<file path="config.mk">
export PLATFORM = sky130hd
export DESIGN_NAME = ddr3_axi_burst_writer
export DESIGN_NICKNAME = d
export VERILOG_FILES = /design/src/rtl/ddr_axi_pkg.sv /design/src/rtl/axi_outst_tracker.sv /design/src/rtl/ddr3_axi_burst_writer.sv
export SDC_FILE = /design/constraint.sdc
export NUM_CORES = 1
export LEC_CHECK = 0
export CAP_MARGIN = 15
export CORE_AREA = 8 8 125 127
export CTS_CLUSTER_SIZE = 12
export DETAILED_ROUTE_END_ITERATION = 7
export DIE_AREA = 0 0 133 135
export PLACE_DENSITY = 0.76
export SETUP_SLACK_MARGIN = 0.5
export SLEW_MARGIN = 10
export SYNTH_ARGS = -nofsm -noshare
export SYNTH_HDL_FRONTEND = slang
export SYNTH_SLANG_ARGS = --single-unit
</file>
<file path="constraint.sdc">
create_clock -name USER_CLK -period 12 [get_ports USER_CLK]
set_clock_uncertainty 0.05 [all_clocks]
set_input_delay 2.4 -clock USER_CLK [delete_from_list [all_inputs] [get_ports USER_CLK]]
set_output_delay 2.4 -clock USER_CLK [all_outputs]
set_load 0.1 [all_outputs]
</file>
<file path="src/rtl/ddr_axi_pkg.sv">
// Shared AXI constants, writer FSM states and the burst-length splitter.
package ddr_axi_pkg;

  localparam logic [1:0] AXI_RESP_OKAY   = 2'b00;
  localparam logic [1:0] AXI_RESP_EXOKAY = 2'b01;
  localparam logic [1:0] AXI_RESP_SLVERR = 2'b10;
  localparam logic [1:0] AXI_RESP_DECERR = 2'b11;
  localparam logic [1:0] AXI_BURST_INCR  = 2'b01;
  localparam int         BOUNDARY_4K     = 4096;

  typedef enum logic [1:0] {
    ST_IDLE  = 2'd0,
    ST_ADDR  = 2'd1,
    ST_DATA  = 2'd2,
    ST_DRAIN = 2'd3
  } wr_state_e;

  // Beats in the next burst: the smallest of what is left, the burst cap and room to the 4 KB edge.
  function automatic logic [8:0] burst_len(input logic [11:0] addr_lo,
                                           input logic [15:0] remaining,
                                           input int          max_burst,
                                           input int          bytes_per_beat);
    int lim;
    int rem;
    int page;
    page = {20'd0, addr_lo};
    rem  = {16'd0, remaining};
    lim  = (BOUNDARY_4K - page) / bytes_per_beat;
    if (max_burst < lim) lim = max_burst;
    if (rem < lim) lim = rem;
    return lim[8:0];
  endfunction

endpackage

</file>
<file path="src/rtl/axi_outst_tracker.sv">
// Counts bursts whose address was accepted but whose write response is still pending.
module axi_outst_tracker #(
  parameter int MAX_OUTST = 4
) (
  input  logic       clk,
  input  logic       srst,
  input  logic       inc,
  input  logic       dec,
  output logic [3:0] count,
  output logic       full
);

  logic [3:0] count_reg;

  always_ff @(posedge clk) begin
    if (srst) begin
      count_reg <= '0;
    end else if (inc && !dec) begin
      count_reg <= count_reg + 4'd1;
    end else if (dec && !inc && count_reg != 4'd0) begin
      count_reg <= count_reg - 4'd1;
    end
  end

  assign count = count_reg;
  assign full  = (count_reg == 4'(MAX_OUTST));

endmodule

</file>
<file path="src/rtl/ddr3_axi_burst_writer.sv">
// AXI4 INCR write-burst master: splits a (address, beats) command at 4 KB and MAX_BURST.
// Define DDR_WR_BURST_STATS_EN to add saturating burst/stall counters.
module ddr3_axi_burst_writer
  import ddr_axi_pkg::*;
#(
  parameter int ADDR_W    = 30,
  parameter int DATA_W    = 32,
  parameter int MAX_BURST = 256,
  parameter int MAX_OUTST = 4
) (
  input  logic                USER_CLK,
  input  logic                USER_RST,
  input  logic                cmd_valid,
  output logic                cmd_ready,
  input  logic [ADDR_W-1:0]   cmd_addr,
  input  logic [15:0]         cmd_beats,
  output logic                done_valid,
  output logic                done_err,
  input  logic [DATA_W-1:0]   s_data,
  input  logic                s_valid,
  output logic                s_ready,
  output logic [ADDR_W-1:0]   M_AXI_AWADDR,
  output logic [7:0]          M_AXI_AWLEN,
  output logic                M_AXI_AWVALID,
  input  logic                M_AXI_AWREADY,
  output logic [DATA_W-1:0]   M_AXI_WDATA,
  output logic [DATA_W/8-1:0] M_AXI_WSTRB,
  output logic                M_AXI_WLAST,
  output logic                M_AXI_WVALID,
  input  logic                M_AXI_WREADY,
  input  logic [1:0]          M_AXI_BRESP,
  input  logic                M_AXI_BVALID,
  output logic                M_AXI_BREADY
`ifdef DDR_WR_BURST_STATS_EN
  ,
  output logic [31:0]         stat_bursts,
  output logic [31:0]         stat_stall
`endif
);

  localparam int BYTES    = DATA_W / 8;
  localparam int SIZE_LOG = $clog2(BYTES);

  wr_state_e         state_reg, state_next;
  logic [ADDR_W-1:0] addr_reg;
  logic [15:0]       remaining_reg;
  logic [7:0]        beat_reg;
  logic              err_reg;
  logic [8:0]        blen;
  logic [3:0]        outst;
  logic              outst_full;
  logic              accept, aw_hs, w_hs, b_hs;

  // addr_reg and remaining_reg only move at WLAST, so blen is stable through ADDR and DATA.
  assign blen = burst_len(addr_reg[11:0], remaining_reg, MAX_BURST, BYTES);

  assign M_AXI_AWADDR = addr_reg;
  assign M_AXI_AWLEN  = 8'(blen - 9'd1);
  assign M_AXI_WDATA  = s_data;
  assign M_AXI_WSTRB  = '1;
  assign M_AXI_BREADY = !USER_RST;
  assign done_err     = done_valid && err_reg;

  assign accept = cmd_valid && cmd_ready;
  assign aw_hs  = M_AXI_AWVALID && M_AXI_AWREADY;
  assign w_hs   = M_AXI_WVALID && M_AXI_WREADY;
  assign b_hs   = M_AXI_BVALID && M_AXI_BREADY;

  axi_outst_tracker #(
    .MAX_OUTST (MAX_OUTST)
  ) u_outst (
    .clk   (USER_CLK),
    .srst  (USER_RST),
    .inc   (aw_hs),
    .dec   (b_hs),
    .count (outst),
    .full  (outst_full)
  );

  always_comb begin
    state_next    = state_reg;
    cmd_ready     = 1'b0;
    M_AXI_AWVALID = 1'b0;
    M_AXI_WVALID  = 1'b0;
    M_AXI_WLAST   = 1'b0;
    s_ready       = 1'b0;
    done_valid    = 1'b0;
    // Handshake outputs are held low while reset is asserted.
    if (!USER_RST) begin
      unique case (state_reg)
        ST_IDLE: begin
          cmd_ready = 1'b1;
          if (cmd_valid) state_next = (cmd_beats == 16'd0) ? ST_DRAIN : ST_ADDR;
        end
        ST_ADDR: begin
          M_AXI_AWVALID = !outst_full;
          if (!outst_full && M_AXI_AWREADY) state_next = ST_DATA;
        end
        ST_DATA: begin
          M_AXI_WVALID = s_valid;
          s_ready      = M_AXI_WREADY;
          M_AXI_WLAST  = ({1'b0, beat_reg} == (blen - 9'd1));
          if (s_valid && M_AXI_WREADY && M_AXI_WLAST)
            state_next = (remaining_reg == 16'(blen)) ? ST_DRAIN : ST_ADDR;
        end
        ST_DRAIN: begin
          if (outst == 4'd0) begin
            done_valid = 1'b1;
            state_next = ST_IDLE;
          end
        end
        default: state_next = ST_IDLE;
      endcase
    end
  end

  always_ff @(posedge USER_CLK) begin
    if (USER_RST) begin
      state_reg     <= ST_IDLE;
      addr_reg      <= '0;
      remaining_reg <= '0;
      beat_reg      <= '0;
      err_reg       <= 1'b0;
    end else begin
      state_reg <= state_next;
      if (accept) begin
        addr_reg      <= cmd_addr;
        remaining_reg <= cmd_beats;
        beat_reg      <= '0;
      end else if (w_hs) begin
        if (M_AXI_WLAST) begin
          beat_reg      <= '0;
          addr_reg      <= addr_reg + (ADDR_W'(blen) << SIZE_LOG);
          remaining_reg <= remaining_reg - 16'(blen);
        end else begin
          beat_reg <= beat_reg + 8'd1;
        end
      end
      if (accept) err_reg <= 1'b0;
      else if (M_AXI_BVALID && M_AXI_BRESP != AXI_RESP_OKAY) err_reg <= 1'b1;
    end
  end

`ifdef DDR_WR_BURST_STATS_EN
  logic [31:0] stat_bursts_reg;
  logic [31:0] stat_stall_reg;

  always_ff @(posedge USER_CLK) begin
    if (USER_RST) begin
      stat_bursts_reg <= '0;
      stat_stall_reg  <= '0;
    end else begin
      if (aw_hs && stat_bursts_reg != '1) stat_bursts_reg <= stat_bursts_reg + 32'd1;
      if (M_AXI_WVALID && !M_AXI_WREADY && stat_stall_reg != '1)
        stat_stall_reg <= stat_stall_reg + 32'd1;
    end
  end

  assign stat_bursts = stat_bursts_reg;
  assign stat_stall  = stat_stall_reg;
`endif

endmodule
</file>
Word-level counts from Yosys, hierarchy flattened
Index checks and enable logic that the tools add are counted.
{"block": "word_totals", "elab_cells": 86, "out_inout_bits": 82, "regBits": 61, "input_bits": 87}
{"block": "classes", "magnitude_cmp": 2, "n_reduce_logical": 28, "eq_ne": 10, "mux": 31, "bitwise_logic": 1, "add_sub_neg": 8}
{"operator": "30-bit 2-to-1 mux", "n": 3}
{"operator": "16-bit 2-to-1 mux", "n": 3}
{"operator": "32-bit by 1-bit adder with 32-bit output", "n": 1}
{"operator": "10-bit by 32-bit less-than comparator with 1-bit output, first input constant", "n": 1}
{"operator": "17-bit by 32-bit less-than comparator with 1-bit output", "n": 1}
{"operator": "32-bit 2-to-1 mux", "n": 1}
{"operator": "30-bit by 11-bit adder with 30-bit output", "n": 1}
{"operator": "16-bit by 9-bit equality test with 1-bit output", "n": 1}
{"operator": "16-bit zero test", "n": 1}
{"operator": "16-bit by 9-bit subtractor with 16-bit output", "n": 1}
{"operator": "13-bit by 12-bit subtractor with 14-bit output, first input constant", "n": 1}
{"operator": "1-bit 2-to-1 mux", "n": 13}
{"operator": "1-bit logical AND", "n": 12}
{"operator": "2-bit 2-to-1 mux", "n": 6}
{"operator": "8-bit by 9-bit equality test with 1-bit output", "n": 1}
{"operator": "9-bit 2-to-1 mux", "n": 1}
{"operator": "9-bit by 1-bit subtractor with 9-bit output, second input constant", "n": 1}
{"operator": "8-bit by 1-bit adder with 8-bit output, second input constant", "n": 1}
{"operator": "4-bit 2-to-1 mux", "n": 2}
{"operator": "8-bit 2-to-1 mux", "n": 1}
{"operator": "2-bit inequality test, second input constant", "n": 4}
{"operator": "2-bit one-hot mux with 4 select lines", "n": 1}
{"operator": "2-bit nonzero test", "n": 4}
{"operator": "4-bit by 1-bit adder with 4-bit output, second input constant", "n": 1}
{"operator": "12 further kinds", "n": 17}

Logic depth before layout (Yosys ltp)
Gate-level depths: netlist of run 1.
{"block": "logic_depth", "depth_word": 15, "ltp_mapped": 30, "depth_no_buf": 26}

By module
Synthesis of run 1 repeated with hierarchy kept, for this count alone.
{"block": "unflattened", "cells_unflattened": 763, "hier_area_um2": 5740.5}
{"mod": "ddr3_axi_burst_writer", "n_inst": 1, "seq_area_each_um2": 1141.1, "area_each_um2": 5477.8, "cells_per_inst": 735}
{"mod": "axi_outst_tracker", "n_inst": 1, "seq_area_each_um2": 80.1, "area_each_um2": 262.8, "cells_per_inst": 28}

Worst setup path after synthesis of run 1
Ideal clock, no wire load.
{"block": "synth_path", "kind": "reg2out", "from": "register addr_reg[3], in the netlist M_AXI_AWADDR[3]", "to": "output port M_AXI_AWLEN[4]", "n_path_buf": 3, "arrival_time_ns": 7.233, "stages_incl_launch_ff": 21, "t_required_ns": 9.550, "path_slack_ns": 2.317, "cell_sequence": "dfxtp_1 or4_4 or4_4 nor2_2 xor2_1 nor2_1 inv_1 ha_1 a21oi_1 o21ai_0 a211o_1 nand2_1 clkbuf_1 clkbuf_1 o21a_1 ha_1 clkbuf_1 o22ai_1 a32oi_1 o211ai_1 o21ai_0"}
{"block": "synth_between", "elab_chain_cells": 8}
{"item": "from (decl)", "line": "ddr3_axi_burst_writer.sv:45", "source": "logic [ADDR_W-1:0] addr_reg;"}
{"item": "from (signal assigned)", "line": "ddr3_axi_burst_writer.sv:127", "source": "addr_reg <= cmd_addr;"}
{"item": "from (signal assigned)", "line": "ddr3_axi_burst_writer.sv:133", "source": "addr_reg <= addr_reg + (ADDR_W'(blen) << SIZE_LOG);"}
{"item": "13-bit by 12-bit subtractor with 14-bit output *", "line": "ddr_axi_pkg.sv:28", "source": "lim = (BOUNDARY_4K - page) / bytes_per_beat;"}
{"item": "1-bit AND (no line)"}
{"item": "32-bit by 1-bit adder with 32-bit output (no line) *"}
{"item": "10-bit by 32-bit less-than comparator with 1-bit output", "line": "ddr_axi_pkg.sv:29", "source": "if (max_burst < lim) lim = max_burst;"}
{"item": "32-bit 2-to-1 mux *", "line": "ddr_axi_pkg.sv:29"}
{"item": "17-bit by 32-bit less-than comparator with 1-bit output", "line": "ddr_axi_pkg.sv:30", "source": "if (rem < lim) lim = rem;"}
{"item": "9-bit 2-to-1 mux *", "line": "ddr_axi_pkg.sv:30"}
{"item": "9-bit by 1-bit subtractor with 9-bit output *"}
{"item": "to (decl)", "line": "ddr3_axi_burst_writer.sv:23", "source": "output logic [7:0] M_AXI_AWLEN,"}
Mark *: on every way between the ends. The rest lies on a longest branch, timed or not.

Worst setup path after layout of run 1
{"block": "layout_path", "from": "register addr_reg[3], in the netlist M_AXI_AWADDR[3]", "to": "output port M_AXI_WLAST"}
{"block": "layout_between", "elab_chain_cells": 11}
{"item": "13-bit by 12-bit subtractor with 14-bit output *", "line": "ddr_axi_pkg.sv:28"}
{"item": "1-bit AND (no line)"}
{"item": "32-bit by 1-bit adder with 32-bit output (no line) *"}
{"item": "10-bit by 32-bit less-than comparator with 1-bit output", "line": "ddr_axi_pkg.sv:29"}
{"item": "32-bit 2-to-1 mux *", "line": "ddr_axi_pkg.sv:29"}
{"item": "17-bit by 32-bit less-than comparator with 1-bit output", "line": "ddr_axi_pkg.sv:30"}
{"item": "9-bit 2-to-1 mux *", "line": "ddr_axi_pkg.sv:30"}
{"item": "9-bit by 1-bit subtractor with 9-bit output *", "line": "ddr3_axi_burst_writer.sv:102", "source": "M_AXI_WLAST = ({1'b0, beat_reg} == (blen - 9'd1));"}
{"item": "8-bit by 9-bit equality test with 1-bit output *", "line": "ddr3_axi_burst_writer.sv:102"}
{"item": "1-bit 2-to-1 mux *", "line": "ddr3_axi_burst_writer.sv:90", "source": "unique case (state_reg)"}
{"item": "1-bit 2-to-1 mux *", "line": "ddr3_axi_burst_writer.sv:89", "source": "if (!USER_RST) begin"}
{"item": "to (decl)", "line": "ddr3_axi_burst_writer.sv:28", "source": "output logic M_AXI_WLAST,"}
Marked as above.

==> results.cfg, run 1 <==
[run_status]
status = complete, no violations

[floorplan]
core_area_mm2 = 0.0136
die_w_um = 133
dieArea_mm2 = 0.0180
io-pin-count = 169
start_util_pct = 39.4
rows = 43
dieHeight_um = 135

[route]
firstDrtPassIters = 5
dr_wl_met3_um = 1550
avgRoutedWirePerCell_um = 18.1
route.met2.wl_um = 7910
drt_iter0_markers = 412
antenna_left = 0
drt-met1-wl_um = 7310
drt_wl_total_um = 17100
drc = 0
dr.max_layer_used = met4
viasPerCell = 5.80
vias = 5503

[synthesis]
synth-edff-count = 0
ys_warn_count = 0
netlist_instances = 708
synthXorXnorAreaFrac_pct = 8.83
synthMuxAreaShare_pct = 1.19
synth_compound_area_share_pct = 24.7
synth.avg_cell_area_um2 = 7.58
synth_fa_ha_area_share_pct = 8.02
netlist_area_mm2 = 0.00537
async_reset_ff_share_pct = 0
synth_cell_types = 76
synth_seq_cells = 61
synth-seq-area-share_pct = 22.8
synth_top_family_by_area = simple AND/OR/NAND/NOR gates
synthFlopType = dfxtp_1
synth-simple-area-share_pct = 25.1

[timing]
setup_viol = 0
max_slew_margin_pct = 31.8
hold_viol = 0
finalCriticalPeriod_ns = 10.01
slew_viol_final = 0
finalHoldWorstSlack_ns = 0.406
max_freq_mhz = 99.9
min_period_over_period_pct = 83.4
rsz0062_at_grt = no
fin_tns_setup_ns = 0
tightest_slew_ns = 1.02

[cts]
clkLatencyLatePin_ns = 0.34
cts.repair.resized = 0
clockRootBuffer = clkbuf_16
cts_tree = built
clk_pin_slew_ns = 0.06
cts_setup_buffers = 0
cts_hold_buf = 0
cts-buffers-inserted = 9
clockBufferDepth = 2
htree_levels = 3
cts_sinks = 61

[power]
ir_drop_uv = 126
p_switching_uw = 702
p_sw_share_pct = 52.9
power_mw = 1.33
pwr-share-clk_pct = 18.3
internal_power_uw = 625
power_frac_seq_pct = 20.9
powerDensity_mw_per_mm2 = 202
power_leakage_nw = 2.52
combPwrFrac_pct = 60.8

[worst_setup_path]
r2r_cells = 25
cp_data_required_time_ns = 9.55
startpoint_type = register
path_class = reg2out
end_kind = primary output
path_max_fanout = 25
crit_slowest_cell = clkdlybuf4s50_1
slowest_delay_ns = 1.14
cp_cell_sequence = or4_4 > or4_4 > nor2_2 > xor2_1 > nor2_1 > inv_1 > ha_1 > a21oi_1 > o21ai_0 > a211o_1 > nand2_1 > nand2_1 > o21a_1 > ha_1 > nand2b_1 > o22ai_1 > a32oi_1 > o211ai_1 > o211a_1 > a211o_1 > a2111oi_4 > o2111a_1 > clkdlybuf4s50_1
arrival_ns = 7.56

[cells_and_area]
final_cell_mix = 99 x clkdlybuf4s50_1, 76 x nor2_1, 61 x dfxtp_1
area_growth_pct = 22.3
final_util_pct = 48.2
nets = 882
antenna_cells = 0
layout_commonest_cell = clkdlybuf4s50_1
drive_gt1_share_pct = 5.85
largest_reg_flops = 30
nFillCells = 1337

[global_route]
grt_pass1_wl_um = 27900
track_usage_pct = 19.2
antenna_found_initial = 0
grt_pass1_vias = 5368
grt_max_degree = 50
grt_overflow_total = 0

[job]
max_cap_viol_count = 0

[placed_design]
portBuffers = 100
dp_hpwl_um = 13100
gp_congestion = 0.941

[min_path]
hold_path.class = reg2reg
hold_depth = 1
-- power groups by stage --
stage	Combinational [mW]	Sequential (mW)	Clock, mW
final	0.807	0.278	0.243
after global routing	0.870	0.283	0.257
after CTS	0.805	0.276	0.247
after detailed placement	0.801	0.280	0
after global placement	0.796	0.279	0
after floorplan	0.571	0.366	0
-- stage by stage --
stage,setup WS (ns),area [µm²],instances
after floorplan,2.32,5390,713
after global placement,2.65,6290,933
after detailed placement,2.42,6290,933
after CTS,2.04,6570,949
after global routing,1.60,6570,949
final,1.99,6570,949
-- per-layer routing --
metal	vias to the layer above	track usage, %
met4	0	7.57
met5	-	0
met2	222	30.5
met1	2584	23.3
met3	37	6.95
li1	2660	-
-- cell families (layout without fill, tap and decap cells) --
logic type / Yosys count / after routing
simple gates: 267 / 267
compound gates: 191 / 191
buf+inv: 98 / 154
flops: 61 / 61
xor+xnor: 51 / 51
fa+ha+maj: 33 / 33
mux: 6 / 6
other cells: 1 / 6
-- Yosys cell counts (9+ instances only) --
cell | instances | area (µm²)
nand3_1 | 16 | 80.1
a21oi_1 | 46 | 230
nand4_1 | 9 | 56.3
xnor2_1 | 27 | 236
nand2_1 | 57 | 214
ha_1 | 28 | 350
buf_4 | 36 | 270
xor2_1 | 22 | 193
nor2_1 | 76 | 285
a211oi_1 | 26 | 195
o21a_1 | 11 | 82.6
o21ai_0 | 31 | 155
inv_1 | 30 | 113
and3_1 | 15 | 93.8
nor3_1 | 30 | 150
clkbuf_1 | 31 | 116
nor4_1 | 14 | 87.6
dfxtp_1 | 61 | 1220
-- worst max-delay path: cells and delay by family (launching register included) --
kind	cells	cell delay (ns)
xor gates and xnor gates	1	0.08
AOI/OAI and AO/OA	11	2.45
DFF	1	0.40
buffers and inverters	2	1.20
adders and majority gates	2	0.65
and+or+nand+nor	7	2.40
-- worst paths after layout --
path / slack (ns) / endpoint / start
worst min-delay path: 0.41 / err_reg / err_reg
worst max register to register: 4.36 / M_AXI_AWADDR[25] / M_AXI_AWADDR[3]
worst min register to register: 0.41 / err_reg / err_reg
worst max-delay path: 1.99 / M_AXI_WLAST / M_AXI_AWADDR[3]
-- final cells by class --
cell class	count	area, µm²	area share, %
multi-input cells	554	3670	56.0
flip-flops and latches	61	1220	18.6
repair buffers	107	1050	16.0
clock buffers	11	243	3.70
well taps	180	225	3.43
inverters	31	116	1.77
clock inverters	5	36.3	0.553
(Power assumes the default switching activity.)
==> run 2: changes to the inputs <==
Settings changed: PLACE_DENSITY 0.76 to 0.79.
Clock period 12 ns to 8.15 ns, I/O delays scaled along.
==> run 2 against run 1 <==
  * Final area grew 1.5%
  * Via count grew 0.29%
  * Flip-flop and latch count is the same
  * Core utilization grew 0.74 points
  * Non-clock buffer count grew 6
  * First-iteration DRC count shrank 18%
  * Register-to-register slack lost 2.8 ns
  * Sequential power grew 49%
  * Largest power group unchanged
==> results.cfg, run 2 (synthesis gave the netlist of run 1 again) <==
[run_status]
status = complete, no violations

[cells_and_area]
nets = 888
instances_no_fill = 955
area_growth_pct = 24.2
multi_input_area_mm2 = 0.00373
antenna_cells = 0
ff_latch_area_mm2 = 0.00123
final_cell_mix = 93 x clkdlybuf4s50_1, 76 x nor2_1, 57 x nand2_1
nFillCells = 1279
layout_commonest_cell = clkdlybuf4s50_1
drive_gt1_share_pct = 9.68
fin_area_mm2 = 0.00667
final_util_pct = 49.0
largest_reg_flops = 30

[route]
firstDrtPassIters = 5
viasPerCell = 5.78
antenna_left = 0
drt_iter0_markers = 337
drt_wl_total_um = 17200
avgRoutedWirePerCell_um = 18.1
vias = 5519
drc = 0

[worst_setup_path]
arrival_ns = 5.68
path_class = reg2out
startpoint_type = register
end_kind = primary output
cp_data_required_time_ns = 6.47
path_max_fanout = 10

[placed_design]
gp_congestion = 0.963
dp_hpwl_um = 13200
portBuffers = 100
placed_cell_area_mm2 = 0.00632
place_ws_ns = 0.647
placed_cells = 934

[min_path]
hold_path.class = reg2reg

[floorplan]
start_util_pct = 39.4
dieHeight_um = 135
io-pin-count = 169
dieArea_mm2 = 0.0180
rows = 43
core_area_mm2 = 0.0136
die_w_um = 133

[global_route]
grt_pass1_wl_um = 27300
grt_overflow_total = 0
grt_max_degree = 50
track_usage_pct = 18.8
grt_pass1_vias = 5212
antenna_found_initial = 0

[cts]
clk_pin_slew_ns = 0.05
clockBufferDepth = 2
cts_hold_buf = 0
cts-buffers-inserted = 9
htree_levels = 3
cts_tree = built
clkLatencyLatePin_ns = 0.34
cts_sinks = 61
clockRootBuffer = clkbuf_16

[timing]
min_period_over_period_pct = 90.3
fin_ws_ns = 0.791
max_slew_margin_pct = 32.1
slew_viol_final = 0
tightest_slew_ns = 1.02
setup_viol = 0
max_freq_mhz = 136
finalHoldWorstSlack_ns = 0.413
fin_tns_setup_ns = 0
finalCriticalPeriod_ns = 7.36
rsz0062_at_grt = no
hold_viol = 0

[job]
max_cap_viol_count = 0

[power]
powerDensity_mw_per_mm2 = 296
power_leakage_nw = 2.56
power_mw = 1.97
ir_drop_uv = 133
## run 2: cell count changes in the layout (fill, tap and decap cells not counted), sizes merged
cell / previous run / this run
buf: 8 / 20
clkbuf: 11 / 12
clkinv: 3 / 2
clkdlybuf4s50: 99 / 93
## run 2: area by class of cell
cell class | instances | share of cell area [%]
Clock inverter | 4 | 0.375
Clock buffer | 12 | 3.55
Sequential cell | 61 | 18.5
Multi-Input combinational cell | 554 | 56.0
Tap cell | 180 | 3.38
Timing Repair Buffer | 113 | 16.4
Inverter | 31 | 1.80
## run 2: layer usage
metal | vias to the layer above | track usage [%] | wire length [µm]
li1 | 2666 | - | -
met1 | 2588 | 23.2 | 7500
met2 | 226 | 29.7 | 7800
met3 | 39 | 5.20 | 1410
met4 | 0 | 8.90 | 533
met5 | - | 0 | 0
## run 2: repair_timing
action                                  in CTS  in global routing
gates resized for setup                      4                  6
pin swaps                                    1                  9
endpoints found under the setup margin       1                  1
setup buffers                                1                  4
## run 2: critical path, stage by stage (launching register included)
cell	delay, ns
dfxtp_2	0.37
or4_4	0.59
or4_4	0.49
nor2_4	0.13
xor2_1	0.08
nor2_1	0.17
inv_1	0.07
ha_1	0.33
nand2_1	0.10
o21ai_2	0.25
a211oi_1	0.14
o31a_1	0.33
or2_2	0.34
ha_4	0.21
nand2b_1	0.08
o22ai_1	0.07
a32oi_1	0.18
o211ai_1	0.19
o211a_1	0.24
a211o_1	0.26
a2111oi_4	0.24
o2111a_2	0.29
buf_12	0.18
## run 2: path summary, 6_finish.rpt
check	start	to	slack, ns	cells after the start
hold / removal	err_reg	err_reg	0.41	1
hold reg to reg	err_reg	err_reg	0.41	1
setup / recovery	M_AXI_AWADDR[3]	M_AXI_WLAST	0.79	22
setup reg to reg	M_AXI_AWADDR[3]	remaining_reg[14]	1.55	25
## run 2: report_power, final
part | internal, mW | switching, mW | total [mW]
combinational | 0.383 | 0.832 | 1.22
clock | 0.205 | 0.138 | 0.343
sequential | 0.342 | 0.0709 | 0.413
==> run 3: changes to the inputs <==
Settings changed: HOLD_SLACK_MARGIN from default to 0.03.
==> results of run 3 <==
The final DEF is identical to that of run 2; final timing and power are the same.
